File: config.mk
export PLATFORM = sky130hd
export DESIGN_NAME = ps2_led_cmd_ctrl
export DESIGN_NICKNAME = d
export VERILOG_FILES = /design/src/rtl/ps2_led_cmd_ctrl.sv
export SDC_FILE = /design/constraint.sdc
export NUM_CORES = 1
export LEC_CHECK = 0
export ABC_AREA = 1
export ABC_CLOCK_PERIOD_IN_PS = 4800
export BUFFER_PORTS_ARGS = -buffer_cell sky130_fd_sc_hd__buf_4
export CELL_PAD_IN_SITES_DETAIL_PLACEMENT = 1
export CELL_PAD_IN_SITES_GLOBAL_PLACEMENT = 2
export CORE_ASPECT_RATIO = 0.9
export CORE_MARGIN = 3
export CORE_UTILIZATION = 36
export CTS_CLUSTER_DIAMETER = 60
export CTS_CLUSTER_SIZE = 28
export DETAILED_ROUTE_END_ITERATION = 12
export PLACE_DENSITY = 0.81
export SYNTH_ARGS = -nofsm -noshare
export SYNTH_HDL_FRONTEND = slang
export SYNTH_SLANG_ARGS = --single-unit
File: constraint.sdc
create_clock -name clk -period 4.8 [get_ports clk]
set_input_delay 0.24 -clock clk [delete_from_list [all_inputs] [get_ports clk]]
set_output_delay 0.24 -clock clk [all_outputs]
set_load 0.02 [all_outputs]
File: src/rtl/ps2_led_cmd_ctrl.sv
// PS/2 host-to-device "Set LEDs" sequencer: sends 0xED then the LED byte, each acknowledged with 0xFA.
// busy rises 1 cycle after led_req; requests while busy are dropped, and the PS/2 device paces the bit transfer.
module ps2_led_cmd_ctrl #(
   parameter int INHIBIT_CYCLES = 5000,
   parameter int TIMEOUT_CYCLES = 1000000,
   parameter int MAX_RETRY      = 3
) (
   input  logic       clk,
   input  logic       rst,
   input  logic       led_req,
   input  logic [2:0] led_val,
   output logic       busy,
   output logic       done,
   output logic       err,
   output logic [1:0] err_code,
   input  logic       ps2_clk_in,
   input  logic       ps2_data_in,
   output logic       ps2_clk_oe,
   output logic       ps2_data_oe,
   input  logic       rx_ready,
   input  logic [9:0] rx_code,
   output logic       rx_rst_n
);

   localparam int IW = $clog2(INHIBIT_CYCLES + 1);
   localparam int TW = $clog2(TIMEOUT_CYCLES + 1);
   localparam int RW = $clog2(MAX_RETRY + 2);

   localparam logic [IW-1:0] INH_LAST  = IW'(INHIBIT_CYCLES - 1);
   localparam logic [TW-1:0] TO_LAST   = TW'(TIMEOUT_CYCLES - 1);
   localparam logic [RW-1:0] RETRY_MAX = RW'(MAX_RETRY);

   localparam logic [9:0] CODE_ACK    = 10'h0FA;
   localparam logic [9:0] CODE_RESEND = 10'h0FE;
   localparam logic [7:0] CMD_SET_LED = 8'hED;

   typedef enum logic [2:0] {
      S_IDLE,
      S_INHIBIT,
      S_START,
      S_TX,
      S_REL,
      S_RESP,
      S_DONE,
      S_ERR
   } state_t;

   state_t        state;
   logic [IW-1:0] inh_cnt;
   logic [TW-1:0] to_cnt;
   logic [RW-1:0] retry;
   logic [RW-1:0] retry_nxt;
   logic [3:0]    bit_cnt;
   logic          byte_idx;
   logic [2:0]    led_q;

   logic clk_s1, clk_s2, clk_prev;
   logic dat_s1, dat_s2;
   logic clk_fall;

   logic [7:0] tx_byte;
   logic       tx_parity;
   logic       active;
   logic       to_hit;
   logic       fail;
   logic [1:0] fail_code;
   logic       go_inh;
   logic       go_done;

   // Synchronizers idle high so a released bus never produces a false falling edge
   always_ff @(posedge clk) begin
      if (rst) begin
         clk_s1   <= 1'b1;
         clk_s2   <= 1'b1;
         clk_prev <= 1'b1;
         dat_s1   <= 1'b1;
         dat_s2   <= 1'b1;
      end else begin
         clk_s1   <= ps2_clk_in;
         clk_s2   <= clk_s1;
         clk_prev <= clk_s2;
         dat_s1   <= ps2_data_in;
         dat_s2   <= dat_s1;
      end
   end

   assign clk_fall  = clk_prev & ~clk_s2;
   assign tx_byte   = byte_idx ? {5'b0, led_q} : CMD_SET_LED;
   assign tx_parity = ~^tx_byte;
   assign retry_nxt = retry + RW'(1);
   assign active    = (state == S_START) || (state == S_TX) ||
                      (state == S_REL)   || (state == S_RESP);
   assign to_hit    = active && (to_cnt == TO_LAST);

   always_comb begin
      fail      = 1'b0;
      fail_code = 2'd0;
      go_inh    = 1'b0;
      go_done   = 1'b0;
      case (state)
         S_IDLE: go_inh = led_req;
         S_TX: begin
            if (clk_fall && (bit_cnt == 4'd10) && dat_s2) begin
               fail      = 1'b1;
               fail_code = 2'd2;
            end
         end
         S_RESP: begin
            if (rx_ready) begin
               if (rx_code == CODE_ACK) begin
                  go_done = byte_idx;
                  go_inh  = ~byte_idx;
               end else if ((rx_code == CODE_RESEND) && (retry_nxt <= RETRY_MAX)) begin
                  go_inh = 1'b1;
               end else begin
                  fail      = 1'b1;
                  fail_code = 2'd3;
               end
            end
         end
         default: ;
      endcase
      // A response arriving in the expiry cycle still counts
      if (to_hit && !((state == S_RESP) && rx_ready)) begin
         fail      = 1'b1;
         fail_code = 2'd1;
         go_inh    = 1'b0;
         go_done   = 1'b0;
      end
   end

   always_ff @(posedge clk) begin
      if (rst) begin
         state       <= S_IDLE;
         inh_cnt     <= '0;
         to_cnt      <= '0;
         retry       <= '0;
         bit_cnt     <= '0;
         byte_idx    <= 1'b0;
         led_q       <= '0;
         busy        <= 1'b0;
         done        <= 1'b0;
         err         <= 1'b0;
         err_code    <= 2'd0;
         ps2_clk_oe  <= 1'b0;
         ps2_data_oe <= 1'b0;
         rx_rst_n    <= 1'b1;
      end else begin
         done <= 1'b0;
         err  <= 1'b0;
         if (active) to_cnt <= to_cnt + TW'(1);
         if ((state == S_RESP) && rx_ready && (rx_code == CODE_RESEND)) retry <= retry_nxt;

         if (fail) begin
            state       <= S_ERR;
            err         <= 1'b1;
            err_code    <= fail_code;
            busy        <= 1'b0;
            ps2_clk_oe  <= 1'b0;
            ps2_data_oe <= 1'b0;
            rx_rst_n    <= 1'b1;
         end else if (go_inh) begin
            state       <= S_INHIBIT;
            inh_cnt     <= '0;
            to_cnt      <= '0;
            ps2_clk_oe  <= 1'b1;
            ps2_data_oe <= 1'b0;
            rx_rst_n    <= 1'b0;
            if (state == S_IDLE) begin
               led_q    <= led_val;
               byte_idx <= 1'b0;
               retry    <= '0;
               busy     <= 1'b1;
               err_code <= 2'd0;
            end else if (rx_code == CODE_ACK) begin
               byte_idx <= 1'b1;
               retry    <= '0;
            end
         end else if (go_done) begin
            state <= S_DONE;
            done  <= 1'b1;
         end else begin
            case (state)
               S_INHIBIT: begin
                  to_cnt <= '0;
                  if (inh_cnt == INH_LAST) begin
                     state       <= S_START;
                     ps2_data_oe <= 1'b1;
                  end else begin
                     inh_cnt <= inh_cnt + IW'(1);
                  end
               end
               S_START: begin
                  ps2_clk_oe <= 1'b0;
                  bit_cnt    <= '0;
                  state      <= S_TX;
               end
               S_TX: begin
                  if (clk_fall) begin
                     bit_cnt <= bit_cnt + 4'd1;
                     if (bit_cnt < 4'd8)
                        ps2_data_oe <= ~tx_byte[bit_cnt[2:0]];
                     else if (bit_cnt == 4'd8)
                        ps2_data_oe <= ~tx_parity;
                     else if (bit_cnt == 4'd9)
                        ps2_data_oe <= 1'b0;
                     else
                        state <= S_REL;
                  end
               end
               S_REL: begin
                  if (clk_s2) begin
                     rx_rst_n <= 1'b1;
                     state    <= S_RESP;
                  end
               end
               S_DONE: begin
                  busy  <= 1'b0;
                  state <= S_IDLE;
               end
               S_ERR:   state <= S_IDLE;
               default: ;
            endcase
         end
      end
   end

endmodule

After elaboration in Yosys (flattened, before gate mapping)
Cells that the tools add are included.

Add/subtract/negate cells: 4. Magnitude comparators: 3. Equal/unequal tests: 26. Multiplexer cells: 74. Bitwise operators: 8. Reductions and logical operators: 37.

Operators with widths (count): $mux 20 (5); $mux 13 (4); $mux 3 (14); $mux 1 (34); $ne 5x5->1 const B (6); $add 20x1->20 const B (1); $eq 10x8->1 const B (2); $eq 20x20->1 const B (1); $reduce_bool 2->1 (10); $mux 2 (8); $pmux 3 s5 (1); $add 13x1->13 const B (1); $eq 13x13->1 const B (1); $eq 3x3->1 const B (4); $eq 4x4->1 const B (3); $reduce_and 3->1 (4); $reduce_and 5->1 (2); $mux 8 (1); $ne 2x2->1 const B (4); $pmux 4 s2 (1); $reduce_bool 8->1 (1); $reduce_xnor 8->1 (1); $logic_and 1x1->1 (7); $not 1->1 (7); other kinds (22) (29).

Register bits after elaboration: 60. Output and inout bits: 8. Logic and storage cells: 171.

Logic depth before layout (Yosys ltp)
Word-level depth: 10. Gate-level depth with buffers: 13. Mapped depth without buffers: 13.

Least setup slack after synthesis
Ideal clock, no wire load.

Kind: reg-to-reg. From: register retry[0]. To: register state[0]. Library setup time: 0.115 ns. Arrival time: 1.570 ns. Required time: 4.685 ns. Path slack: 3.115 ns. Cell stages (with the launch flop): 13. Period minus slack after synthesis: 1.685 ns. Cell sequence: dfxtp_1 > inv_1 > ha_1 > nor3_1 > nor2_1 > nand2_1 > nand2_1 > nand2_2 > nand2_4 > nor2_1 > nand3_1 > nand2_1 > nor2_1.

Cells in the longest elaborated chain, start to end: 10. Elaborated cells between the ends (all ways): 23.

Ends and longest elaborated chain: start, declared (line 51) `logic [RW-1:0] retry;`; start signal, assigned (line 152) `if ((state == S_RESP) && rx_ready && (rx_code == CODE_RESEND)) retry <= retry_nxt;`; $add 3x1->3 * (line 90) `assign retry_nxt = retry + RW'(1);`; $le 3x2->1 * (line 113) `end else if ((rx_code == CODE_RESEND) && (retry_nxt <= RETRY_MAX)) begin`; $logic_and 1x1->1 * (line 113); $mux 1 (line 113); $mux 1 (line 110) `if (rx_code == CODE_ACK) begin`; $mux 1 (line 109) `if (rx_ready) begin`; $pmux 1 s2 (line 100) `case (state)`; $mux 1 (line 124) `if (to_hit && !((state == S_RESP) && rx_ready)) begin`; $ne 5x5->1 (no line), or another cell as far along; $reduce_and 7->1 (no line) / $mux 3 (equally long branches); end signal, assigned (line 134) `state <= S_IDLE;`; end signal, assigned (line 155) `state <= S_ERR;`; end signal, assigned (line 163) `state <= S_INHIBIT;`; end, declared (line 48) `state_t state;`.

Every way passes the cells marked *; elsewhere a longest branch is shown, timed or not. A chain may end at the register's enable or synchronous reset.

Final worst setup path
From: register retry[0]. To: register inh_cnt[0].

Cells in the longest elaborated chain, start to end: 10. Elaborated cells between the ends (all ways): 19.

Ends and longest elaborated chain: $add 3x1->3 * (line 90); $le 3x2->1 * (line 113); $logic_and 1x1->1 * (line 113); $mux 1 (line 113); $mux 1 (line 110); $mux 1 (line 109); $pmux 1 s2 (line 100); $mux 1 (line 124); $ne 2x2->1 (no line), or another cell as far along; $reduce_and 4->1 (no line); end signal, assigned (line 190) `inh_cnt <= inh_cnt + IW'(1);`; end, declared (line 49) `logic [IW-1:0] inh_cnt;`.

Marked as above.

==> qor.txt <==
status -> completed
Most common cell on crit path -> nand2_1
H-tree depth -> 3
final setup margin -> 2600 ps
Die Width -> 108 um
design area -> 3820 sq um
CP Cell Sequence -> inv_1 > ha_1 > nor3_1 > nor2_1 > nand2_1 > nand2_1 > nand2_2 > nand2_4 > nor2_2 > o21ai_0 > a21oi_1
post-synthesis sequential area ratio -> 35.9%
Die H -> 97.4 um
register share of total power -> 39.8%
nets -> 547
FF-to-FF setup slack -> 2600 ps
final setup violation count -> 0
router iterations before antenna repair -> 4
vias in the first global route -> 3,092
commonest non-fill, non-tap cell in the layout -> nand2_1
number of antenna violations at the first check in global routing -> 0
Worst R2R Start -> retry[0]
Final Hold Vio Count -> 0
DP Worst Slack -> 2580 ps
Tot GR Track Use -> 17.8%
largest cells by area after synthesis -> dfxtp_1 (36%), nand2_1 (12%), nor2_1 (8.1%), inv_1 (7.2%), nand3_1 (5.5%)
Worst slew margin -> 59.6%
Worst Path Required -> 5070 ps
Post-CTS Setup Repair Bufs -> 0
placed inst area -> 3630 sq um
worst min-delay path class -> primary input to flip-flop
Max Root-Sink Buffers -> 2
Worst R2R End -> inh_cnt[0]
post-route minimum period -> 2200 ps
ys async rst share -> 0%
Critical path buffers and inverters -> 1
I/O Buffers -> 26
largest net degree at the start of global routing -> 25
Placement Rows -> 32
Achievable Freq -> 454 MHz
hpwl dp -> 6.75 mm
crit-path max FO -> 13
slowest CP cell -> nor2_2
#FFs+latches synth -> 60
Mean Syn Cell Area -> 6.78 sq um
Psw -> 632 uW
skew final -> 5.98 ps
Top FF cell, synth -> dfxtp_1
Top Family by Delay on Critical Path -> simple AND/OR/NAND/NOR gates
Worst VDD drop -> 0.206 mV
switching share of power -> 39.7%
Synth-to-Final Area Change -> 14.3%
RSZ-0062 raised after global routing -> no
clock-pin slew on the worst setup and hold paths -> 70 ps
Core Area -> 8810 sq um
pwr/cell area -> 416 nW/um^2
final core occ -> 43.4%
leakage power -> 1.57 nW
Routed Antenna Nets -> 0
hold path startpoint -> ps2_data_in
CP startpoint -> retry[0]
Slew @ Worst Pin -> 606 ps
worst reg-to-reg path cell count -> 11
n_diodes -> 0
max_cap viols -> 0
Syn Nets -> 520
Clk pwr share -> 28.6%
mapped cell area -> 3340 sq um
1st-iter DRT viols -> 122
Post-Synthesis Cells -> 493
Initial Util -> 37.9%
later-pin clock latency in the skew report -> 340 ps
EDFF count, synth -> 0
Synth top area share -> 35.9%
Startpoint Class -> flip-flop
Post-CTS Resized -> 0
routed len/inst -> 13.9 um
CTS tree -> done
DRT Wirelength -> 8.96 mm
Clock Tree Root -> clkbuf_8
Tcrit/Tclk final -> 45.9%
Post-Route Setup TNS -> 0 ps
P_int -> 960 uW
critical path class -> flip-flop to flip-flop
DR vias/cell -> 4.89
ratio of cells with drive above 1 in the final layout -> 12.6%
CTS Buf Count -> 9
commonest non-fill, non-tap cells in the layout -> nand2_1 (106), nor2_1 (72), inv_1 (64), dfxtp_1 (60), nand3_1 (37)
routability congestion estimate -> 0.806
crit-path max cell delay -> 460 ps
first-pass GRT wire length -> 15.1 mm
Hold Crit Endpoint -> dat_s1
Crit. End Element -> flip-flop
Logic pwr share -> 31.6%
via count -> 3,149
number of remaining DRC errors -> 0
WP data arrival -> 2480 ps
Unique masters post-synth -> 37
I/O pins -> 27
total grt overflow -> 0
hold-fix buffers at CTS -> 0
cell accounting for the most synthesized area -> dfxtp_1
die area -> 10,500 sq um
Synth Warn # -> 0
Worst Hold Path Cells -> 2
Num Clock Sinks -> 60
Pins Over Slew Limit -> 0
==> through the flow <==
stage / std cells / total power, mW / hold slack [ps]
after floorplan: 493 / 1.01 / 344
after global placement: 628 / 1.13 / 392
after detailed placement: 628 / 1.15 / 402
after CTS: 644 / 1.61 / 61.4
after global routing: 644 / 1.72 / 66.4
final: 644 / 1.59 / 78.2
==> power by group through the flow <==
stage / Clock, mW / Combinational, mW / Sequential [mW]
final: 0.455 / 0.503 / 0.634
after global placement: 0 / 0.493 / 0.641
after detailed placement: 0 / 0.503 / 0.645
after global routing: 0.494 / 0.587 / 0.643
after CTS: 0.470 / 0.509 / 0.633
after floorplan: 0 / 0.376 / 0.632
==> worst register-to-register path: stages, from the launching register on <==
cell and delay (ps):
dfxtp_1 420, inv_1 70, ha_1 320, nor3_1 180, nor2_1 60, nand2_1 90, nand2_1 60, nand2_2 100
nand2_4 110, nor2_2 460, o21ai_0 140, a21oi_1 130
==> how the worst max path moves through the flow <==
stage	endpoint	slack, ps	cells after the start
after floorplan	state[0]	3110	12
after global routing	inh_cnt[0]	2320	11
after global placement	inh_cnt[0]	2740	11
final	inh_cnt[0]	2600	11
after detailed placement	inh_cnt[0]	2580	11
after CTS	inh_cnt[0]	2560	11
==> area by class of cell <==
| type | instances | area [sq um] |
|---|---|---|
| fillers | 1175 | 4990 |
| multi-input cells | 357 | 1840 |
| flip-flops and latches | 60 | 1200 |
| inverters | 66 | 248 |
| repair buffers | 26 | 195 |
| well taps | 119 | 149 |
| clock buffers | 9 | 124 |
| clock inverters | 7 | 67.6 |
==> routing by layer <==
| layer | vias to the layer above | wire [um] | track usage, % |
|---|---|---|---|
| met2 | 35 | 3940 | 26.8 |
| met1 | 1460 | 4620 | 25.5 |
| met3 | 9 | 320 | 4.39 |
| li1 | 1645 | - | - |
| met4 | 0 | 80 | 4.08 |
| met5 | - | 0 | 0 |
==> synth_stat cells (2+ instances only) <==
cell type  instances
nand2_1          106
nor2_1            72
inv_1             64
dfxtp_1           60
nand3_1           37
a21oi_1           26
o21ai_0           17
xor2_1            17
nand4_1           16
nor3_1            13
ha_1               8
or2_2              8
o211ai_1           6
buf_2              4
clkbuf_1           4
nand2_2            3
nand3_2            3
nor2_2             3
nor4_1             3
a211oi_1           2
inv_2              2
nor2_4             2
nor3b_1            2
xnor2_1            2
==> cell families after synthesis <==
| kind of cell | Yosys count | synth area share, % |
|---|---|---|
| flip-flops | 60 | 35.9 |
| AND/OR/NAND/NOR | 270 | 36.3 |
| XOR/XNOR | 20 | 5.47 |
| multiplexers | 1 | 0.300 |
| buffers and inverters | 76 | 9.10 |
| adder cells (fa/ha/maj) | 8 | 3.00 |
| AO/OA/AOI/OAI | 58 | 9.88 |
==> registers in the layout, indices dropped and copies added, names as in the netlist, 2 cells and up <==
name,count
bit_cnt,4
to_cnt,20
retry,3
inh_cnt,13
led_q,3
err_code,2
state,3
(Power assumes the default switching activity.)
